$ cat config.mk
export PLATFORM = sky130hd
export DESIGN_NAME = ch376_bus_arbiter_flat
export DESIGN_NICKNAME = d
export VERILOG_FILES = /design/src/rtl/ch376_bus_arbiter_if.sv /design/src/rtl/ch376_bus_arbiter.sv /design/src/flat_wrapper.sv
export SDC_FILE = /design/constraint.sdc
export NUM_CORES = 1
export LEC_CHECK = 0
export CAP_MARGIN = 20
export CORE_UTILIZATION = 44
export DETAILED_ROUTE_END_ITERATION = 10
export PLACE_DENSITY_LB_ADDON = 0.08
export SKIP_CTS_REPAIR_TIMING = 1
export SLEW_MARGIN = 20
export SYNTH_ARGS = -nofsm -noshare
export SYNTH_HDL_FRONTEND = slang
export SYNTH_SLANG_ARGS = --single-unit
$ cat constraint.sdc
create_clock -name clk -period 2.6 [get_ports clk]
set_input_delay 0.26 -clock clk [delete_from_list [all_inputs] [get_ports clk]]
set_output_delay 0.26 -clock clk [all_outputs]
set_load 0.03 [all_outputs]
$ cat src/rtl/ch376_bus_arbiter_if.sv
// Requester and CH376 pin bundle for ch376_bus_arbiter.
// Handshake: a requester raises req (level, with wr/a0/wdata stable) and keeps it high until the one-cycle ack pulse; ack is the only completion signal.
interface ch376_bus_arbiter_if;
  logic       host_req;
  logic       host_wr;
  logic       host_a0;
  logic [7:0] host_wdata;
  logic       host_ack;
  logic [7:0] host_rdata;
  logic       eng_req;
  logic       eng_wr;
  logic       eng_a0;
  logic [7:0] eng_wdata;
  logic       eng_lock;
  logic       eng_ack;
  logic [7:0] eng_rdata;
  logic       ch_cs_n;
  logic       ch_rd_n;
  logic       ch_wr_n;
  logic       ch_a0;
  logic [7:0] ch_dout;
  logic       ch_doe;
  logic [7:0] ch_din;
  logic       busy;

  modport slave (
    input  host_req, host_wr, host_a0, host_wdata,
    input  eng_req, eng_wr, eng_a0, eng_wdata, eng_lock,
    input  ch_din,
    output host_ack, host_rdata, eng_ack, eng_rdata,
    output ch_cs_n, ch_rd_n, ch_wr_n, ch_a0, ch_dout, ch_doe, busy
  );

  modport master (
    output host_req, host_wr, host_a0, host_wdata,
    output eng_req, eng_wr, eng_a0, eng_wdata, eng_lock,
    output ch_din,
    input  host_ack, host_rdata, eng_ack, eng_rdata,
    input  ch_cs_n, ch_rd_n, ch_wr_n, ch_a0, ch_dout, ch_doe, busy
  );
endinterface

$ cat src/rtl/ch376_bus_arbiter.sv
// Two-requester arbiter and strobe sequencer for the CH376 8-bit parallel port.
// Optional macro CH376_ARB_RR_EN selects round-robin instead of fixed host priority.
module ch376_bus_arbiter #(
  parameter int SETUP_CYC   = 1,
  parameter int STROBE_CYC  = 3,
  parameter int HOLD_CYC    = 1,
  parameter int CMD_GAP_CYC = 2
) (
  input  logic                      clk,
  input  logic                      reset_n,
  ch376_bus_arbiter_if.slave        bus,
  output logic [2:0]                dbg_state
);

  typedef enum logic [2:0] {
    S_IDLE   = 3'd0,
    S_SETUP  = 3'd1,
    S_STROBE = 3'd2,
    S_HOLD   = 3'd3,
    S_GAP    = 3'd4
  } state_t;

  state_t     state_q, state_d;
  logic [3:0] cnt_q, cnt_d;
  logic       sel_q, sel_d;
  logic       wr_q, wr_d;
  logic       a0_q, a0_d;
  logic [7:0] dout_q, dout_d;
  logic       mask_q, mask_d;
  logic       cs_n_q, cs_n_d;
  logic       rd_n_q, rd_n_d;
  logic       wr_n_q, wr_n_d;
  logic       doe_q, doe_d;
  logic       host_ack_q, host_ack_d;
  logic       eng_ack_q, eng_ack_d;
  logic [7:0] host_rdata_q, host_rdata_d;
  logic [7:0] eng_rdata_q, eng_rdata_d;
`ifdef CH376_ARB_RR_EN
  logic       last_q, last_d;
`endif

  logic host_ok;
  logic grant_eng;
  logic finish;
  logic in_win;

  always_comb begin
    state_d      = state_q;
    cnt_d        = cnt_q;
    sel_d        = sel_q;
    wr_d         = wr_q;
    a0_d         = a0_q;
    dout_d       = dout_q;
    mask_d       = mask_q && bus.eng_lock;
    host_rdata_d = host_rdata_q;
    eng_rdata_d  = eng_rdata_q;
    host_ack_d   = 1'b0;
    eng_ack_d    = 1'b0;
    grant_eng    = 1'b0;
    finish       = 1'b0;
`ifdef CH376_ARB_RR_EN
    last_d       = last_q;
`endif
    // The lock mask only bites while eng_lock is still asserted.
    host_ok = bus.host_req && !(mask_q && bus.eng_lock);

    case (state_q)
      S_IDLE: begin
        if (!host_ack_q && !eng_ack_q && (host_ok || bus.eng_req)) begin
`ifdef CH376_ARB_RR_EN
          grant_eng = bus.eng_req && (!host_ok || !last_q);
          last_d    = grant_eng;
`else
          grant_eng = !host_ok;
`endif
          sel_d  = grant_eng;
          wr_d   = grant_eng ? bus.eng_wr    : bus.host_wr;
          a0_d   = grant_eng ? bus.eng_a0    : bus.host_a0;
          dout_d = grant_eng ? bus.eng_wdata : bus.host_wdata;
          if (grant_eng) mask_d = bus.eng_lock;
          if (SETUP_CYC > 0) begin
            state_d = S_SETUP;
            cnt_d   = 4'(SETUP_CYC - 1);
          end else begin
            state_d = S_STROBE;
            cnt_d   = 4'(STROBE_CYC - 1);
          end
        end
      end
      S_SETUP: begin
        if (cnt_q == 4'd0) begin
          state_d = S_STROBE;
          cnt_d   = 4'(STROBE_CYC - 1);
        end else begin
          cnt_d = cnt_q - 4'd1;
        end
      end
      S_STROBE: begin
        if (cnt_q == 4'd0) begin
          if (!wr_q) begin
            if (sel_q) eng_rdata_d  = bus.ch_din;
            else       host_rdata_d = bus.ch_din;
          end
          if (HOLD_CYC > 0) begin
            state_d = S_HOLD;
            cnt_d   = 4'(HOLD_CYC - 1);
          end else begin
            finish = 1'b1;
          end
        end else begin
          cnt_d = cnt_q - 4'd1;
        end
      end
      S_HOLD: begin
        if (cnt_q == 4'd0) finish = 1'b1;
        else               cnt_d  = cnt_q - 4'd1;
      end
      S_GAP: begin
        if (cnt_q == 4'd0) state_d = S_IDLE;
        else               cnt_d   = cnt_q - 4'd1;
      end
      default: state_d = S_IDLE;
    endcase

    if (finish) begin
      host_ack_d = !sel_q;
      eng_ack_d  = sel_q;
      if (wr_q && a0_q && (CMD_GAP_CYC > 0)) begin
        state_d = S_GAP;
        cnt_d   = 4'(CMD_GAP_CYC - 1);
      end else begin
        state_d = S_IDLE;
      end
    end

    // Pin outputs are decoded from the next state so they are registered.
    in_win = (state_d == S_SETUP) || (state_d == S_STROBE) || (state_d == S_HOLD);
    cs_n_d = !in_win;
    rd_n_d = !((state_d == S_STROBE) && !wr_d);
    wr_n_d = !((state_d == S_STROBE) && wr_d);
    doe_d  = in_win && wr_d;
  end

  always_ff @(posedge clk) begin
    if (!reset_n) begin
      state_q      <= S_IDLE;
      cnt_q        <= 4'd0;
      sel_q        <= 1'b0;
      wr_q         <= 1'b0;
      a0_q         <= 1'b0;
      dout_q       <= 8'h00;
      mask_q       <= 1'b0;
      cs_n_q       <= 1'b1;
      rd_n_q       <= 1'b1;
      wr_n_q       <= 1'b1;
      doe_q        <= 1'b0;
      host_ack_q   <= 1'b0;
      eng_ack_q    <= 1'b0;
      host_rdata_q <= 8'h00;
      eng_rdata_q  <= 8'h00;
`ifdef CH376_ARB_RR_EN
      last_q       <= 1'b0;
`endif
    end else begin
      state_q      <= state_d;
      cnt_q        <= cnt_d;
      sel_q        <= sel_d;
      wr_q         <= wr_d;
      a0_q         <= a0_d;
      dout_q       <= dout_d;
      mask_q       <= mask_d;
      cs_n_q       <= cs_n_d;
      rd_n_q       <= rd_n_d;
      wr_n_q       <= wr_n_d;
      doe_q        <= doe_d;
      host_ack_q   <= host_ack_d;
      eng_ack_q    <= eng_ack_d;
      host_rdata_q <= host_rdata_d;
      eng_rdata_q  <= eng_rdata_d;
`ifdef CH376_ARB_RR_EN
      last_q       <= last_d;
`endif
    end
  end

  assign bus.ch_cs_n    = cs_n_q;
  assign bus.ch_rd_n    = rd_n_q;
  assign bus.ch_wr_n    = wr_n_q;
  assign bus.ch_a0      = a0_q;
  assign bus.ch_dout    = dout_q;
  assign bus.ch_doe     = doe_q;
  assign bus.host_ack   = host_ack_q;
  assign bus.eng_ack    = eng_ack_q;
  assign bus.host_rdata = host_rdata_q;
  assign bus.eng_rdata  = eng_rdata_q;
  assign bus.busy       = (state_q != S_IDLE);
  assign dbg_state      = state_q;

endmodule
$ cat src/flat_wrapper.sv
// flat-port wrapper written by rule: the top's interface ports become plain ports
module ch376_bus_arbiter_flat 
#(
  parameter int SETUP_CYC   = 1,
  parameter int STROBE_CYC  = 3,
  parameter int HOLD_CYC    = 1,
  parameter int CMD_GAP_CYC = 2
)
  (clk, reset_n, dbg_state, bus_host_req, bus_host_wr, bus_host_a0, bus_host_wdata, bus_eng_req, bus_eng_wr, bus_eng_a0, bus_eng_wdata, bus_eng_lock, bus_ch_din, bus_host_ack, bus_host_rdata, bus_eng_ack, bus_eng_rdata, bus_ch_cs_n, bus_ch_rd_n, bus_ch_wr_n, bus_ch_a0, bus_ch_dout, bus_ch_doe, bus_busy);
  ch376_bus_arbiter_if bus_i ();
  input  logic clk;
  input  logic reset_n;
  output logic [2:0] dbg_state;
  input wire logic [$bits(bus_i.host_req)-1:0] bus_host_req;
  input wire logic [$bits(bus_i.host_wr)-1:0] bus_host_wr;
  input wire logic [$bits(bus_i.host_a0)-1:0] bus_host_a0;
  input wire logic [$bits(bus_i.host_wdata)-1:0] bus_host_wdata;
  input wire logic [$bits(bus_i.eng_req)-1:0] bus_eng_req;
  input wire logic [$bits(bus_i.eng_wr)-1:0] bus_eng_wr;
  input wire logic [$bits(bus_i.eng_a0)-1:0] bus_eng_a0;
  input wire logic [$bits(bus_i.eng_wdata)-1:0] bus_eng_wdata;
  input wire logic [$bits(bus_i.eng_lock)-1:0] bus_eng_lock;
  input wire logic [$bits(bus_i.ch_din)-1:0] bus_ch_din;
  output wire logic [$bits(bus_i.host_ack)-1:0] bus_host_ack;
  output wire logic [$bits(bus_i.host_rdata)-1:0] bus_host_rdata;
  output wire logic [$bits(bus_i.eng_ack)-1:0] bus_eng_ack;
  output wire logic [$bits(bus_i.eng_rdata)-1:0] bus_eng_rdata;
  output wire logic [$bits(bus_i.ch_cs_n)-1:0] bus_ch_cs_n;
  output wire logic [$bits(bus_i.ch_rd_n)-1:0] bus_ch_rd_n;
  output wire logic [$bits(bus_i.ch_wr_n)-1:0] bus_ch_wr_n;
  output wire logic [$bits(bus_i.ch_a0)-1:0] bus_ch_a0;
  output wire logic [$bits(bus_i.ch_dout)-1:0] bus_ch_dout;
  output wire logic [$bits(bus_i.ch_doe)-1:0] bus_ch_doe;
  output wire logic [$bits(bus_i.busy)-1:0] bus_busy;
  assign bus_i.host_req = bus_host_req;
  assign bus_i.host_wr = bus_host_wr;
  assign bus_i.host_a0 = bus_host_a0;
  assign bus_i.host_wdata = bus_host_wdata;
  assign bus_i.eng_req = bus_eng_req;
  assign bus_i.eng_wr = bus_eng_wr;
  assign bus_i.eng_a0 = bus_eng_a0;
  assign bus_i.eng_wdata = bus_eng_wdata;
  assign bus_i.eng_lock = bus_eng_lock;
  assign bus_i.ch_din = bus_ch_din;
  assign bus_host_ack = bus_i.host_ack;
  assign bus_host_rdata = bus_i.host_rdata;
  assign bus_eng_ack = bus_i.eng_ack;
  assign bus_eng_rdata = bus_i.eng_rdata;
  assign bus_ch_cs_n = bus_i.ch_cs_n;
  assign bus_ch_rd_n = bus_i.ch_rd_n;
  assign bus_ch_wr_n = bus_i.ch_wr_n;
  assign bus_ch_a0 = bus_i.ch_a0;
  assign bus_ch_dout = bus_i.ch_dout;
  assign bus_ch_doe = bus_i.ch_doe;
  assign bus_busy = bus_i.busy;
  ch376_bus_arbiter #(.SETUP_CYC(SETUP_CYC), .STROBE_CYC(STROBE_CYC), .HOLD_CYC(HOLD_CYC), .CMD_GAP_CYC(CMD_GAP_CYC)) u_core (.clk(clk), .reset_n(reset_n), .bus(bus_i), .dbg_state(dbg_state));
endmodule
======== After elaboration in Yosys (flattened, before gate mapping) ========
Index checks and enable logic that the tools add are counted.
operators by class
  div/mod/pow operators ................... 0
  bitwise gates (word level) .............. 2
  reductions and logical operators ........ 28
  $lt $le $gt $ge ......................... 0
  $mul .................................... 0
  eq/ne operators ......................... 7
  multiplexer cells ....................... 24
  shift operators ......................... 0
  add/subtract/negate cells ............... 1
operators by type and width
  cell                 number
  $mux 4               6
  $mux 3               6
  $pmux 4 s4           1
  $pmux 3 s5           1
  $eq 3x2->1 const B   4
  $logic_not 1->1      9
  $mux 1               9
  $logic_and 1x1->1    8
  $mux 8               1
  $reduce_and 4->1     2
  $eq 3x1->1 const B   2
  $logic_not 4->1      1
  $reduce_and 2->1     2
  $sub 4x1->4 const B  1
  $eq 3x3->1 const B   1
  $logic_not 3->1      1
  $logic_or 1x1->1     3
  $reduce_bool 3->1    1
  $not 1->1            2
  $reduce_or 2->1      1
storage, ports and cells
  output and inout bits ................... 35
  memories kept ........................... 0
  bits in latches ......................... 0
  memory bits (read-only) ................. 0
  bits in registers ....................... 41
  word-level logic and storage cells ...... 77
  bits in writable memories ............... 0

======== Depth between registers and ports, before layout ========
Gate-level depths: netlist of the first run.
  depth after elaboration ................. 12
  depth in mapped cells ................... 9
  mapped depth without buffers ............ 9

======== Worst setup path before layout of the first run ========
OpenSTA, ideal clock, no wires.
  path kind ............................... reg2reg
  from .................................... reg u_core.cnt_q[0]
  to ...................................... reg u_core.cnt_q[0]
  path slack .............................. 0.658 ns
  setup time .............................. 0.120 ns
  required time ........................... 2.480 ns
  stages on the path, launching flop included .. 10
  buffers on the path ..................... 0
  data arrival time ....................... 1.822 ns
  period minus slack after synthesis ...... 1.942 ns
  path through ............................ dfxtp_1 inv_1 ha_1 nor3b_4 inv_1 ha_1 nor2_1 a22oi_1 o21ai_0 o31a_1
on the way
  cells in the longest elaborated chain, start to end .. 5
ends and longest elaborated chain
  element                                                RTL line                  source
  from (decl)                                            ch376_bus_arbiter.sv:24   logic [3:0] cnt_q, cnt_d;
  from (signal assigned)                                 ch376_bus_arbiter.sv:166  cnt_q <= cnt_d;
  $sub 4x1->4 / $logic_not 4->1 (equally long branches)  --
  $mux 4, on equally long branches                       --
  $pmux 4 s4                                             ch376_bus_arbiter.sv:67   case (state_q)
  $mux 4                                                 ch376_bus_arbiter.sv:128  if (wr_q && a0_q && (CMD_GAP_CYC > 0)) begin
  $mux 4 *                                               ch376_bus_arbiter.sv:125  if (finish) begin
Every way passes the cells marked *; elsewhere a longest branch is shown, timed or not.
A chain may end at the register's enable or synchronous reset.

======== Final worst setup path of the first run ========
Ends and elaborated chain as after synthesis.

==> summary.md, run 1 <==
| Metric | Value |
|---|---|
| Status | `finished clean` |
| Pwr/cell area | `964 nW/µm²` |
| Total Routing Usage GR | `21.2%` |
| Clock latency on the worst-skew pair | `0.30 ns` |
| Crit path kind | `reg -> reg` |
| Share of cells above drive strength 1 | `6.34%` |
| First-pass GRT wire length | `7110 µm` |
| Hold Fails Final Rpt | `0` |
| Diode count | `0` |
| Commonest non-fill, non-tap cell in the layout | `clkdlybuf4s50_1` |
| Initial Utilization | `46.0%` |
| Routed WL per cell | `13.1 µm` |
| Root Driver | `clkbuf_8` |
| Fin crit share | `84.3%` |
| Core ar. | `4000 µm²` |
| DIE WIDTH | `66.7 µm` |
| Syn_area_per_cell | `8.44 µm²` |
| Leakage | `0.00110 µW` |
| Critical Path Start Type | `flop` |
| H-tree depth | `2` |
| CTS tree | `built` |
| Yosys warns | `0` |
| DRC violations left | `0` |
| Detailed placement HPWL | `3010 µm` |
| Slew headroom | `63.4%` |
| Skew final | `0.0111 ns` |
| IO Port Bufs | `67` |
| Critical path peak fanout | `7` |
| Mapped Cells | `218` |
| Path type of the worst min-delay path | `reg -> reg` |
| Final WL | `4370 µm` |
| Synth Flop Type | `dfxtp_1` |
| Die Height | `66.7 µm` |
| Vias in the first global route | `1551` |
| Hold_ws | `0.471 ns` |
| Clk slew on worst S/H paths | `0.07 ns` |
| WP data arrival | `2.37 ns` |
| Distinct cells, synth | `42` |
| Clock sink total | `41` |
| CTS Buf Count | `5` |
| Final #Nets | `319` |
| Post-synth EDFFs | `0` |
| Area leader, netlist | `dfxtp_1` |
| Worst-case clock buffer depth | `2` |
| Ports | `68` |
| Synth Register Bits | `41` |
| TNS Setup | `0 ns` |
| Most frequent cells in the layout | `clkdlybuf4s50_1, dfxtp_1, nand2_1, nand3_1, o21ai_0` |
| Seq/Total Area, Yosys | `44.6%` |
| Async S/R FF share, synth | `0%` |
| Peak supply drop | `0.509 mV` |
| CP Capture Type | `flop` |
| Slew @ Worst Pin | `0.546 ns` |
| Die ar. | `4440 µm²` |
| DR iter-0 viols | `54` |
| Final setup viols | `0` |
| Initial antenna violation count | `0` |
| Row count | `23` |
| RSZ-0062 raised after global routing | `false` |
| Maxcap violations | `0` |
| Area share of the largest cell type after synthesis | `44.6%` |
| Syn-to-layout area delta | `43.5%` |
| Top cells by area, synth | `dfxtp_1, nand3_1, nand2_1` |
| Vias/cell | `5.32` |
| Slew Limit Fails | `0` |
| Synthesized area | `1840 µm²` |
| Initial DRT Pass Iterations | `4` |
| Largest net degree at the start of global routing | `44` |
| Syn nets | `253` |
| Final Wtd Congestion | `0.882` |
| Final min period | `2.19 ns` |
| Fmax achieved | `0.456 GHz` |
| Routed Antenna Nets | `0` |
| GR Overflow Total | `0` |
| Via count | `1776` |
| Critical Path RT | `2.78 ns` |
==> synthesized netlist by cell type (all sizes together) (2+ instances only) <==
cell type,n
a21boi,3
a21oi,4
a31oi,2
and2,2
and3,3
and3b,2
buf,6
clkbuf,8
dfxtp,41
ha,2
inv,6
nand2,34
nand2b,2
nand3,26
nand3b,3
nand4,2
nand4b,2
nor2,7
nor2b,5
nor3,3
o211a,11
o21ai,24
o22ai,2
==> path summary, 6_finish.rpt <==
kind,slack (ns),cells past startpoint,start,to
setup reg to reg,0.41,9,u_core.cnt_q[0],u_core.cnt_q[0]
setup / recovery,0.41,9,u_core.cnt_q[0],u_core.cnt_q[0]
hold reg to reg,0.47,2,u_core.bus.eng_rdata[1],u_core.bus.eng_rdata[1]
hold / removal,0.47,2,u_core.bus.eng_rdata[1],u_core.bus.eng_rdata[1]
==> registers in the layout (all words and copies together) (netlist names), 3 cells and up <==
name / cells
u_core.cnt_q: 4
u_core.dbg_state: 3
u_core.bus.eng_rdata: 8
u_core.bus.ch_dout: 8
u_core.bus.host_rdata: 8
==> power by group <==
| part | internal, µW | switching [µW] |
|---|---|---|
| Sequential | 774 | 112 |
| Combinational | 535 | 726 |
| Clock | 186 | 211 |
==> stage by stage <==
stage | std cells | power (µW) | cell area (µm²) | utilization, % | worst slack (ns)
after floorplan | 218 | 1710 | 1840 | - | 0.658
after global placement | 327 | 2140 | 2560 | 64.0 | 0.509
after detailed placement | 327 | 2160 | 2560 | 64.0 | 0.436
after CTS | 334 | 2560 | 2640 | 66.0 | 0.416
after global routing | 334 | 2710 | 2640 | 66.0 | 0.249
final | 334 | 2540 | 2640 | 66.0 | 0.407
==> critical path, stage by stage (launching register included) <==
cell and delay, ns:
dfxtp_1 0.32, inv_1 0.10, ha_1 0.28, nor3b_4 0.34, inv_1 0.15, ha_1 0.33, nor2_1 0.05, a22oi_1 0.15
o21ai_0 0.10, o31a_1 0.28
==> final cells by class <==
cell class | count | area [µm²]
Timing Repair Buffer | 73 | 716
Fill cell | 363 | 1360
Clock buffer | 6 | 72.6
Sequential cell | 41 | 821
Inverter | 6 | 22.5
Tap cell | 50 | 62.6
Clock inverter | 1 | 8.76
Multi-Input combinational cell | 157 | 937
==> cell families after synthesis <==
| logic type | after synthesis | synth area share, % |
|---|---|---|
| flops | 41 | 44.6 |
| mux | 2 | 1.16 |
| simple gates | 97 | 27.3 |
| compound gates | 56 | 21.1 |
| fa+ha+maj | 2 | 1.36 |
| buf+inv | 20 | 4.42 |
==> per-layer routing <==
layer	track usage [%]	share of wire (%)	routed length [µm]	vias to the layer above
met4	9.84	1.8	78	0
met3	6.51	5.8	255	7
li1	-	-	-	908
met5	0	0	0	-
met2	32.6	44	1920	47
met1	26.9	48	2110	814
Power figures use the tool's default switching activity.
==> run 2: changes to the inputs <==
Clock period 2.6 ns to 2.1 ns, I/O delays scaled along.
==> run 2 against run 1 <==
Sequential cell count is the same. Register-to-register slack lost 0.23 ns. Combinational power grew 33%. Via count grew 0.51%. Utilization grew 2.2 points. Cell count grew 1.8%. Worst setup slack lost 0.24 ns. Non-clock buffer count grew 5. Critical path depth shrank 6. Largest cell class unchanged. Largest power group unchanged.
==> summary.md, run 2 (synthesized netlist as in run 1, its figures left out) <==
| Metric | Value |
|---|---|
| Final WL | `4500 µm (+3.0%)` |
| Core ar. | `4000 µm² (unchanged)` |
| Diode count | `0 (unchanged)` |
| Final min period | `1.94 ns` |
| Via count | `1785 (+0.51%)` |
| Clock latency on the worst-skew pair | `0.30 ns (about the same)` |
| DRC violations left | `0 (unchanged)` |
| Clk slew on worst S/H paths | `0.08 ns (about the same)` |
| Total Routing Usage GR | `21.2% (-0.038 points)` |
| Net Sw Power | `1340 µW (+27%)` |
| WP data arrival | `1.73 ns (-0.64 ns)` |
| TNS Setup | `0 ns (unchanged)` |
| Critical Path RT | `1.89 ns (-0.89 ns)` |
| CP Capture Type | `primary output` |
| Clock sink total | `41 (unchanged)` |
| Int Power | `2080 µW (+39%)` |
| Combinational power share | `49.1% (-0.5 points)` |
| RSZ-0062 raised after global routing | `false` |
| Final #Nets | `324 (+1.6%)` |
| Slew Limit Fails | `0 (unchanged)` |
| Post-route core utilization | `68.2% (+2.2 points)` |
| Share of cells above drive strength 1 | `8.62% (+2.3 points)` |
| Routed WL per cell | `13.2 µm (+1.2%)` |
| IO Port Bufs | `67 (unchanged)` |
| Peak supply drop | `0.806 mV (+58%)` |
| Die Height | `66.7 µm (unchanged)` |
| Final Wtd Congestion | `0.814 (-7.8%)` |
| Largest net degree at the start of global routing | `44 (unchanged)` |
| Crit-path slowest cell | `clkdlybuf4s50_1` |
| Row count | `23 (unchanged)` |
| GR Overflow Total | `0 (unchanged)` |
| Most frequent cells in the layout | `clkdlybuf4s50_1, dfxtp_1, nand2_1, nand3_1, o21ai_0` |
| Die ar. | `4440 µm² (unchanged)` |
| Initial DRT Pass Iterations | `4 (unchanged)` |
| Initial Utilization | `46.0% (unchanged)` |
| Maxcap violations | `0 (unchanged)` |
| Path type of the worst min-delay path | `reg -> reg` |
| Part of the power in the clock network | `19.4% (+3.8 points)` |
| Final setup viols | `0 (unchanged)` |
| Skew final | `0.00990 ns (-0.00116 ns)` |
| Sequential power share | `31.5% (-3.3 points)` |
| First-pass GRT wire length | `7080 µm (-0.48%)` |
| Pwr/cell area | `1250 nW/µm² (+30%)` |
| Worst-case clock buffer depth | `2 (unchanged)` |
| Syn-to-layout area delta | `48.4%` |
| Root Driver | `clkbuf_8` |
| Vias/cell | `5.25 (-1.3%)` |
| Hold Fails Final Rpt | `0 (unchanged)` |
| Worst path max stage delay | `0.64 ns (+0.30 ns)` |
| Commonest non-fill, non-tap cell in the layout | `clkdlybuf4s50_1` |
| Leakage | `0.00115 µW (+4.0%)` |
| Switching share of power | `39.2% (-2.1 points)` |
| Crit path kind | `reg -> out` |
| DR iter-0 viols | `106 (+96%)` |
| Status | `finished clean` |
| Critical path peak fanout | `6 (-1)` |
| Slew @ Worst Pin | `0.567 ns (+0.0203 ns)` |
| Worst path top cell family by delay | `buffers and inverters` |
| Detailed placement HPWL | `3140 µm (+4.4%)` |
| Vias in the first global route | `1561 (+0.64%)` |
| Critical Path Start Type | `flop` |
| Routed Antenna Nets | `0 (unchanged)` |
| Fmax achieved | `0.516 GHz` |
| H-tree depth | `2 (unchanged)` |
| Buf+Inv Stages, Crit Path | `2 (unchanged)` |
| Layout fillers | `339 (-6.6%)` |
| Fin crit share | `92.2%` |
| Slew headroom | `62.1% (-1.4 points)` |
| Crit path cell chain | `nor3_1 > inv_1 > clkdlybuf4s50_1` |
| CTS Buf Count | `5 (unchanged)` |
| Ports | `68 (unchanged)` |
| CTS tree | `built` |
| Initial antenna violation count | `0 (unchanged)` |
| DIE WIDTH | `66.7 µm (unchanged)` |
==> run 2: routing by layer <==
metal | vias up | global-route usage [%] | wire length, µm
li1 | 921 | - | -
met1 | 809 | 27.3 | 2100
met2 | 51 | 33.6 | 2120
met3 | 4 | 5.99 | 250
met4 | 0 | 7.18 | 33
met5 | - | 0 | 0
==> run 2: area by class of cell <==
cell class	instances	area (µm²)	area share [%]
clock inverter	2	37.5	1.38
sequential	41	821	30.1
multi-input combinational	157	937	34.3
tap	50	62.6	2.29
timing repair buffer	78	766	28.1
inverter	6	22.5	0.825
clock buffer	6	82.6	3.03
==> run 2: per-stage QoR <==
step                instance area (µm²)  hold slack, ns  instances  power [µW]  setup slack, ns
CTS                                2720           0.478        339        3410           0.0590
global placement                   2600           0.454        331        2710            0.159
global route                       2730           0.491        340        3610           0.0515
finish                             2730           0.475        340        3410            0.164
detailed placement                 2600           0.464        331        2740           0.0999
floorplan                          1840           0.343        218        2120            0.158
==> run 2: power by group through the flow <==
stage	clock [µW]	combinational [µW]	sequential [µW]
floorplan	0	754	1360
finish	663	1670	1080
CTS	673	1660	1080
global route	712	1790	1100
global placement	0	1620	1090
detailed placement	0	1650	1090
==> run 2: path summary, 6_finish.rpt <==
check / to / startpoint / depth (start not counted) / slack [ns]
worst max-delay path: bus_busy / u_core.dbg_state[1] / 3 / 0.16
worst min-delay path: u_core.bus.host_rdata[2] / u_core.bus.host_rdata[2] / 2 / 0.48
worst max register to register: u_core.cnt_q[1] / u_core.cnt_q[0] / 7 / 0.18
worst min register to register: u_core.bus.host_rdata[2] / u_core.bus.host_rdata[2] / 2 / 0.48
==> run 2: worst min-delay path: stages (launching register included) <==
cell and delay, ns:
dfxtp_1 0.32, nand3_1 0.05, o21ai_0 0.06
==> run 3: changes to the inputs <==
Settings changed: CAP_MARGIN 20 to not set, CELL_PAD_IN_SITES_DETAIL_PLACEMENT set to 1, CELL_PAD_IN_SITES_GLOBAL_PLACEMENT set to 2, CORE_UTILIZATION 44 to 24.
==> run 3 against run 2 <==
Sequential power is essentially flat. Clock-buffer cell count is the same. Combinational power grew 5%. Worst setup slack lost 0.015 ns. Sequential cell count is the same. Utilization shrank 30 points. Register-to-register slack is essentially flat. Largest cell class unchanged.
==> summary.md, run 3 (synthesized netlist as in run 1, its figures left out) <==
| Metric | Value |
|---|---|
| Status | `finished clean` |
| Pwr/cell area | `1250 nW/µm² (-0.37%)` |
| Final WL | `5610 µm (+25%)` |
| Final #Nets | `329 (+1.5%)` |
| Worst hold start | `u_core.bus.host_rdata[3]` |
| CP Capture Type | `primary output` |
| Final setup viols | `0 (unchanged)` |
| Final min period | `1.95 ns (+0.0154 ns)` |
| Worst r2r dst | `u_core.cnt_q[0]` |
| Final Wtd Congestion | `0.706 (-13%)` |
| Diode count | `0 (unchanged)` |
| Power Total | `3510 µW (+2.8%)` |
| Initial DRT Pass Iterations | `4 (unchanged)` |
| Routed Antenna Nets | `0 (unchanged)` |
| Critical Path Start Type | `flop` |
| Die ar. | `8020 µm² (+80%)` |
| Maxcap violations | `0 (unchanged)` |
| Detailed placement HPWL | `4040 µm (+28%)` |
| Initial Utilization | `25.1% (-21 points)` |
| Share of cells above drive strength 1 | `10.2% (+1.5 points)` |
| First-pass GRT wire length | `9130 µm (+29%)` |
| TNS Setup | `0 ns (unchanged)` |
| Critical Path RT | `1.89 ns (about the same)` |
| Leakage | `0.00117 µW (+1.6%)` |
| Skew final | `0.00722 ns (-0.00269 ns)` |
| DIE WIDTH | `89.5 µm (+34%)` |
| H-tree depth | `2 (unchanged)` |
| Worst-case clock buffer depth | `2 (unchanged)` |
| Reg2Reg Depth | `9 (+2)` |
| Vias in the first global route | `1871 (+20%)` |
| CTS Buf Count | `5 (unchanged)` |
| Post-route core utilization | `38.4% (-30 points)` |
| Vias/cell | `4.70 (-11%)` |
| Hold Fails Final Rpt | `0 (unchanged)` |
| WP data arrival | `1.74 ns (about the same)` |
| DRC violations left | `0 (unchanged)` |
| Fin crit share | `92.9% (+0.73 points)` |
| Largest net degree at the start of global routing | `28 (-36%)` |
| Commonest non-fill, non-tap cell in the layout | `clkdlybuf4s50_1` |
| Ports | `68 (unchanged)` |
| Worst Hold Endpoint | `u_core.bus.host_rdata[3]` |
| Slew @ Worst Pin | `0.425 ns (-0.142 ns)` |
| Clock sink total | `41 (unchanged)` |
| Slew headroom | `71.0% (+8.9 points)` |
| Crit path kind | `reg -> out` |
| Path type of the worst min-delay path | `reg -> reg` |
| Most frequent cells in the layout | `clkdlybuf4s50_1, dfxtp_1, nand2_1, nand3_1, o21ai_0` |
| Total Routing Usage GR | `14.8% (-6.4 points)` |
| Routed WL per cell | `14.2 µm (+7.5%)` |
| CTS tree | `built` |
| Root Driver | `clkbuf_8` |
| Min-Delay Path Depth | `2 (unchanged)` |
| Initial antenna violation count | `0 (unchanged)` |
| Area after DPL | `2680 µm² (+3.0%)` |
| Worst r2r src | `u_core.cnt_q[0]` |
| Clock latency on the worst-skew pair | `0.29 ns (about the same)` |
| Post-route cell area | `2820 µm² (+3.2%)` |
| Syn-to-layout area delta | `53.1%` |
| Fmax achieved | `0.512 GHz (-0.79%)` |
| Core ar. | `7330 µm² (+83%)` |
| Slew Limit Fails | `0 (unchanged)` |
| Layout fillers | `870 (+160%)` |
| IO Port Bufs | `67 (unchanged)` |
| GR Overflow Total | `0 (unchanged)` |
| Via count | `1851 (+3.7%)` |
| Clk slew on worst S/H paths | `0.08 ns (about the same)` |
| Row count | `31 (+35%)` |
| Die Height | `89.5 µm (+34%)` |
| Reg2reg setup slack | `0.18 ns (about the same)` |
| RSZ-0062 raised after global routing | `false` |
| Critical path peak fanout | `6 (unchanged)` |
| Peak supply drop | `0.330 mV (-59%)` |
| DR iter-0 viols | `56 (-47%)` |
## run 3: cell count changes in the layout (fill, tap and decap cells not counted)
cell / change
o21ai_1: +1
o21ai_0: -1
buf_12: -1
buf_4: +6
## run 3: layout make-up
| type | count | area, µm² | area share [%] |
|---|---|---|---|
| Multi-Input combinational cell | 157 | 937 | 33.3 |
| Sequential cell | 41 | 821 | 29.2 |
| Timing Repair Buffer | 83 | 791 | 28.1 |
| Tap cell | 99 | 124 | 4.40 |
| Clock buffer | 6 | 82.6 | 2.93 |
| Clock inverter | 2 | 37.5 | 1.33 |
| Inverter | 6 | 22.5 | 0.800 |
## run 3: worst max-delay path by stage
stage | from | endpoint | slack (ns) | depth (start not counted)
CTS | u_core.cnt_q[0] | u_core.cnt_q[0] | 0.06 | 9
finish | u_core.dbg_state[1] | bus_busy | 0.15 | 3
global placement | u_core.cnt_q[0] | u_core.cnt_q[0] | 0.10 | 9
floorplan | u_core.cnt_q[0] | u_core.cnt_q[0] | 0.16 | 9
global route | u_core.cnt_q[0] | u_core.cnt_q[0] | 0.02 | 9
detailed placement | u_core.cnt_q[0] | u_core.cnt_q[0] | 0.1 | 9
## run 3: worst max-delay path, stage by stage, from the launching register on
cell and delay (ns):
dfxtp_1 0.37, nor3_1 0.26, inv_1 0.19, clkdlybuf4s50_1 0.63
## run 3: layer usage
metal  wire, µm  global-route usage [%]  share of wire (%)  vias up
met1       2850                    20.1                 51      863
met2       2390                    23.7                 43       51
li1           -                       -                  -      930
met3        314                    3.51                5.6        7
met4         51                    3.46               0.91        0
met5          0                       0                  0        -
## run 3: stage by stage
stage               hold slack [ns]  setup slack, ns  instances
floorplan                     0.343            0.158        218
global route                  0.490           0.0166        394
global placement              0.457            0.104        384
finish                        0.475            0.148        394
CTS                           0.481           0.0564        392
detailed placement            0.468           0.0954        384
## run 3: report_power, final
group	total, µW	internal (µW)	switching [µW]
clock network	678	387	292
logic	1750	765	985
registers	1080	958	120
total	3510	2110	1400
